### src/rtl/risc_pkg.sv
// Shared RISC definitions: word width, opcode encoding, fetch FSM states,
// and the opcode legality helper used by the optional illegal-instruction trap.
package risc_pkg;

    localparam int unsigned WORD_W = 16;

    typedef enum logic [3:0] {
        ADD = 4'd0,
        ADI = 4'd1,
        NDU = 4'd2,
        LHI = 4'd3,
        LW  = 4'd4,
        SW  = 4'd5,
        LM  = 4'd6,
        SM  = 4'd7,
        JAL = 4'd8,
        JLR = 4'd9,
        BEQ = 4'd12
    } opcode_t;

    typedef enum logic [1:0] {
        S_IDLE  = 2'd0,
        S_FETCH = 2'd1,
        S_VALID = 2'd2
    } fetch_state_t;

    function automatic logic is_legal_opcode(input logic [3:0] op);
        case (op)
            ADD, ADI, NDU, LHI, LW, SW, LM, SM, JAL, JLR, BEQ: return 1'b1;
            default:                                           return 1'b0;
        endcase
    endfunction

endpackage

### src/rtl/instr_fetch.sv
// Instruction fetch unit: PC, IR latch, memory handshake with ack timeout.
// Optional illegal-opcode flag is built when IFETCH_ILLEGAL_TRAP_EN is defined.
module instr_fetch
    import risc_pkg::*;
#(
    parameter logic [WORD_W-1:0] RESET_PC = 16'h0000,
    parameter int unsigned       TIMEOUT  = 15
) (
    input  logic              clk,
    input  logic              reset,
    input  logic              fetch_req,
    input  logic              pc_load,
    input  logic [WORD_W-1:0] pc_load_val,
    output logic              mem_rd_en,
    output logic [WORD_W-1:0] mem_addr,
    input  logic [WORD_W-1:0] mem_rdata,
    input  logic              mem_ack,
    output logic [WORD_W-1:0] ir,
    output logic              ir_valid,
    output logic [WORD_W-1:0] pc,
    output logic              busy,
    output logic              mem_err
`ifdef IFETCH_ILLEGAL_TRAP_EN
    ,
    output logic              illegal
`endif
);

    localparam logic [7:0] WAIT_LAST = 8'(TIMEOUT - 1);

    fetch_state_t      state_q, state_d;
    logic [WORD_W-1:0] pc_q, pc_d;
    logic [WORD_W-1:0] ir_q, ir_d;
    logic [7:0]        wait_q, wait_d;
    logic              pend_vld_q, pend_vld_d;
    logic [WORD_W-1:0] pend_val_q, pend_val_d;
    logic              err_q, err_d;
`ifdef IFETCH_ILLEGAL_TRAP_EN
    logic              ill_q, ill_d;
`endif

    always_comb begin
        state_d    = state_q;
        pc_d       = pc_q;
        ir_d       = ir_q;
        wait_d     = wait_q;
        pend_vld_d = pend_vld_q;
        pend_val_d = pend_val_q;
        err_d      = err_q;
`ifdef IFETCH_ILLEGAL_TRAP_EN
        ill_d      = ill_q;
`endif
        mem_rd_en  = 1'b0;
        busy       = 1'b0;

        case (state_q)
            S_IDLE, S_VALID: begin
                // A load accepted with fetch_req lands in pc before the FETCH cycle drives mem_addr.
                if (pc_load) pc_d = pc_load_val;
                if (fetch_req) begin
                    state_d    = S_FETCH;
                    wait_d     = '0;
                    pend_vld_d = 1'b0;
`ifdef IFETCH_ILLEGAL_TRAP_EN
                    ill_d      = 1'b0;
`endif
                end
            end
            S_FETCH: begin
                mem_rd_en = 1'b1;
                busy      = 1'b1;
                if (mem_ack) begin
                    state_d    = S_VALID;
                    ir_d       = mem_rdata;
                    wait_d     = '0;
                    pend_vld_d = 1'b0;
                    if (pc_load)         pc_d = pc_load_val;
                    else if (pend_vld_q) pc_d = pend_val_q;
                    else                 pc_d = pc_q + 16'd1;
`ifdef IFETCH_ILLEGAL_TRAP_EN
                    ill_d      = !is_legal_opcode(mem_rdata[15:12]);
`endif
                end else if (wait_q == WAIT_LAST) begin
                    state_d    = S_IDLE;
                    err_d      = 1'b1;
                    wait_d     = '0;
                    pend_vld_d = 1'b0;
                end else begin
                    wait_d = wait_q + 8'd1;
                    if (pc_load) begin
                        pend_vld_d = 1'b1;
                        pend_val_d = pc_load_val;
                    end
                end
            end
            default: state_d = S_IDLE;
        endcase
    end

    always_ff @(posedge clk or posedge reset) begin
        if (reset) begin
            state_q    <= S_IDLE;
            pc_q       <= RESET_PC;
            ir_q       <= '0;
            wait_q     <= '0;
            pend_vld_q <= 1'b0;
            pend_val_q <= '0;
            err_q      <= 1'b0;
`ifdef IFETCH_ILLEGAL_TRAP_EN
            ill_q      <= 1'b0;
`endif
        end else begin
            state_q    <= state_d;
            pc_q       <= pc_d;
            ir_q       <= ir_d;
            wait_q     <= wait_d;
            pend_vld_q <= pend_vld_d;
            pend_val_q <= pend_val_d;
            err_q      <= err_d;
`ifdef IFETCH_ILLEGAL_TRAP_EN
            ill_q      <= ill_d;
`endif
        end
    end

    assign mem_addr = pc_q;
    assign pc       = pc_q;
    assign ir       = ir_q;
    assign ir_valid = (state_q == S_VALID);
    assign mem_err  = err_q;
`ifdef IFETCH_ILLEGAL_TRAP_EN
    assign illegal  = ill_q;
`endif

endmodule

### config.mk
export PLATFORM = sky130hd
export DESIGN_NAME = instr_fetch
export DESIGN_NICKNAME = d
export VERILOG_FILES = /design/src/rtl/risc_pkg.sv /design/src/rtl/instr_fetch.sv
export SDC_FILE = /design/constraint.sdc
export NUM_CORES = 1
export LEC_CHECK = 0
export ABC_CLOCK_PERIOD_IN_PS = 2100
export BUFFER_PORTS_ARGS = -buffer_cell sky130_fd_sc_hd__buf_2
export CAP_MARGIN = 20
export CORE_ASPECT_RATIO = 1.2
export CORE_MARGIN = 2
export CORE_UTILIZATION = 53
export DETAILED_ROUTE_END_ITERATION = 16
export MAX_ROUTING_LAYER = met4
export PLACE_DENSITY = 0.8
export SLEW_MARGIN = 40
export SYNTH_ARGS = -nofsm -noshare
export SYNTH_HDL_FRONTEND = slang
export SYNTH_SLANG_ARGS = --single-unit
### constraint.sdc
create_clock -name clk -period 2.1 [get_ports clk]
set_clock_uncertainty 0.1 [all_clocks]
set_input_delay 0.315 -clock clk [delete_from_list [all_inputs] [get_ports clk]]
set_output_delay 0.315 -clock clk [all_outputs]
set_load 0.02 [all_outputs]
==> results.md <==
- The run finished with clean final reports.
- The detailed placer's ending HPWL is 5330 um.
- The clock tree root driver cell is sky130_fd_sc_hd__clkbuf_8.
- The detail-routed net length per standard cell is between 15 and 20 um.
- The critical path data required time is 2220 ps.
- For the finished layout, the period the worst path requires is ~2000 ps.
- The total wire length is 7630 um.
- The mapped netlist covers between 3000 and 4000 um2.
- The largest net degree at the start of global routing is between 60 and 70.
- The kind of end point of the critical path is a flip-flop.
- After detailed routing, the number of vias per cell comes to 5.64.
- The share of the clock period used by the worst path after layout is between 90 and 100%.
- The power density of the placed cells is 1340 nW/um2.
- The insertion delay to the later sink of the worst-skew pair is 340 ps.
- The maximum fanout along the worst path is 16.
- The critical path launch point type is a flip-flop.
- Setup repair after global routing left no endpoint under its margin.
- At the worst endpoint, the arrival time is 2100 ps.
- The routing usage on met1 is 28.4%.
- The H-tree was split into 3 levels.
- The number of detailed-routing iterations run before antenna repair is 4.
- The number of buffers added by the clock tree synthesis step is 9.
- For this run, asynchronously set or reset flops after synthesis account for 100%.
- The global-route usage over all layers is between 20% and 30%.
- The count of buffers inserted at the top-level ports is 88.
- The via count of the first global-routing pass is 2706.
- The sequential element share of the synthesized area is 45.3%.
- For this run, the post-layout net count is about 430.
- The number of failing setup endpoints in the final timing report is 0.
- In this run the remaining antenna-violating nets after routing total 0.
- The number of library cell types mapped by synthesis is 53.
- Based on the critical path, the design can be clocked at up to around 510 MHz.
- The total vias in the final route is 2703.
- The initial antenna violation count is 0.
- The site row count is 31.
- The longest clock path from root to sink contains 2 buffers.
- Compared with the post-synthesis result, the final layout area differs by 19.5%.
- The clock sink count is 60.
- Counting every net in the synthesized netlist gives 350.
- The worst setup path category is reg -> reg.
- The die outline height is roughly 91 um.
- The horizontal die dimension is approximately 76 um.
- The most common library cell in the layout ignoring fill and taps is sky130_fd_sc_hd__buf_2.
- The class of the most critical hold timing path is in -> reg.
- Summed over all cells, the static leakage comes to 1.86 nW.
- In this run the standard cell core region covers 6050 um2.
- The post-CTS setup-driven buffer insertion count is 0.
- In the layout the commonest cells are sky130_fd_sc_hd__buf_2 (88), sky130_fd_sc_hd__dfrtp_1 (59), sky130_fd_sc_hd__mux2_2 (22).
- For this configuration, the core starts out at a cell density of 54.8%.
- The first-pass GRT wire length is 12600 um.
- The dominant synthesized flop cell is sky130_fd_sc_hd__dfrtp_1.
- Clock-pin slew was measured on the worst setup and hold paths at 60 ps.
- The final core area utilization is 65.5%.
- Counting flops and latches in the post-synthesis netlist gives 60.
- For this block, the initial DRC count from the detailed router was 195.
- For this run, global-route usage on met3 was measured as roughly 5.0%.
- The global-route layer with the greatest usage is met2.
- The number of enable flip-flop cells after synthesis is 0.
- Total power for the finished layout comes to approximately 5.3 mW.
- Synthesis handed over a netlist of between 300 and 400 instances.
- For the final routed database, the setup TNS stands at 0 ps.
- For this run, design rule violations remaining after detail routing come to 0.
- The transition time at the pin with the least slew margin is 466 ps.
- The total overflow reported by the global router is 0.
- Measured against its own limit, the worst slew margin works out to between 60% and 70%.
- Each instance of the synthesized netlist takes up on average 10.7 um2.
- 89 I/O pins were placed.
- The total inserted antenna cells is 0.
- The routability congestion estimate is between 0.8 and 0.9.
- The routing usage on met2 is between 30% and 40%.
- The die covers 6910 um2.
- The tightest hold path in the finished design has a slack of ~85 ps.
- During synthesis, Yosys emitted a total of 0 warnings.
- The fraction of final layout cells with drive strength greater than 1 is 40.1%.
- The total count of max-transition violations in the final report is 0.
- The number of maximum-capacitance constraint violations is 0.
- TritonCTS built the clock tree.
- VDD sags by at most 0.000912 V.
- The count of final hold-check violations was 0.
what timing repair did:
| action | in CTS | in global routing |
|---|---|---|
| hold buffers | 1 | 0 |
| gates resized for setup | 0 | 1 |
| endpoints found under the setup margin | 0 | 2 |
| hold endpoints to repair | 60 | 0 |
registers in the layout (all words and copies together), names as in the netlist:
register,cells
ir,16
mem_addr,16
pend_val_q,16
wait_q,8
state_q,2
mem_err,1
pend_vld_q,1
cell usage after synthesis, types with 3 or more instances:
cell type | instances | area share [%]
sky130_fd_sc_hd__nor4_1 | 6 | 1.1
sky130_fd_sc_hd__xnor2_1 | 4 | 1.1
sky130_fd_sc_hd__nor2_1 | 10 | 1.1
sky130_fd_sc_hd__ha_1 | 3 | 1.1
sky130_fd_sc_hd__mux2_4 | 10 | 4.5
sky130_fd_sc_hd__and2_1 | 3 | 0.57
sky130_fd_sc_hd__a21oi_1 | 13 | 2.0
sky130_fd_sc_hd__a31oi_1 | 6 | 1.1
sky130_fd_sc_hd__inv_1 | 9 | 1.0
sky130_fd_sc_hd__nor3_1 | 10 | 1.5
sky130_fd_sc_hd__o31a_1 | 3 | 0.79
sky130_fd_sc_hd__clkbuf_1 | 6 | 0.68
sky130_fd_sc_hd__nand2_1 | 16 | 1.8
sky130_fd_sc_hd__nand3_1 | 9 | 1.4
sky130_fd_sc_hd__buf_6 | 3 | 1.0
sky130_fd_sc_hd__mux2i_1 | 5 | 1.5
sky130_fd_sc_hd__dfrtp_1 | 60 | 45
sky130_fd_sc_hd__o31ai_1 | 4 | 0.91
sky130_fd_sc_hd__and3_1 | 7 | 1.3
sky130_fd_sc_hd__buf_2 | 5 | 0.75
sky130_fd_sc_hd__o21ai_0 | 17 | 2.6
sky130_fd_sc_hd__mux2_2 | 22 | 7.5
sky130_fd_sc_hd__nor3b_1 | 6 | 1.4
sky130_fd_sc_hd__a21o_1 | 3 | 0.68
sky130_fd_sc_hd__buf_4 | 17 | 3.8
sky130_fd_sc_hd__nand2b_1 | 12 | 2.3
sky130_fd_sc_hd__o21a_1 | 3 | 0.68
stage by stage:
stage | setup WS, ps | std cells | area [um2]
floorplan | 200 | 310 | 3320
global placement | 190 | 463 | 3780
detailed placement | 123 | 463 | 3780
CTS | 121 | 479 | 3960
global route | 23.2 | 479 | 3970
finish | 123 | 479 | 3970
worst max-delay path: stages, from the launching register on:
cell and delay [ps]:
sky130_fd_sc_hd__dfrtp_1 410, sky130_fd_sc_hd__inv_1 60, sky130_fd_sc_hd__ha_1 190, sky130_fd_sc_hd__nor4b_4 140, sky130_fd_sc_hd__a211oi_4 420, sky130_fd_sc_hd__nand2_8 200
sky130_fd_sc_hd__mux2_4 330
worst paths after layout:
path                                      end  slack (ps)      start  cells past startpoint
worst max-delay path            pend_val_q[3]         120  wait_q[0]                      6
worst min-delay path               state_q[1]          80  fetch_req                      2
worst max register to register  pend_val_q[3]         120  wait_q[0]                      6
worst min register to register        mem_err         370    mem_err                      1
max in group asynchronous       pend_val_q[2]        1150      reset                      4
min in group asynchronous               ir[3]         460      reset                      4
final cells by class:
cell class | count | area (um2)
fillers | 501 | 2090
multi-input cells | 208 | 1570
flip-flops and latches | 60 | 1500
repair buffers | 105 | 583
clock buffers | 13 | 159
well taps | 82 | 103
inverters | 9 | 33.8
clock inverters | 2 | 10.0
kinds of logic (layout without fill, tap and decap cells):
family                   after synthesis  count (layout)  share of synthesized area, %
AO/OA/AOI/OAI                         70              70                          14.6
XOR/XNOR                               4               4                          1.06
adder cells (fa/ha/maj)                3               3                          1.13
buffers and inverters                 42             129                          7.54
flip-flops                            60              60                          45.3
multiplexers                          37              37                          13.5
AND/OR/NAND/NOR                       94              94                          16.9
metal layers:
| layer | wire length (um) | part of all wire [%] | vias to the layer above |
|---|---|---|---|
| met4 | 175 | 2.3 | 0 |
| met3 | 396 | 5.2 | 15 |
| met1 | 3200 | 42 | 1312 |
| met5 | 0 | 0 | - |
| li1 | - | - | 1278 |
| met2 | 3860 | 51 | 98 |
power breakdown:
group / total [mW] / internal [mW] / switching [mW]
sequential: 2.04 / 1.61 / 0.432
combinational: 2.37 / 1.04 / 1.33
clock: 0.917 / 0.483 / 0.434
(Power assumes the default switching activity.)
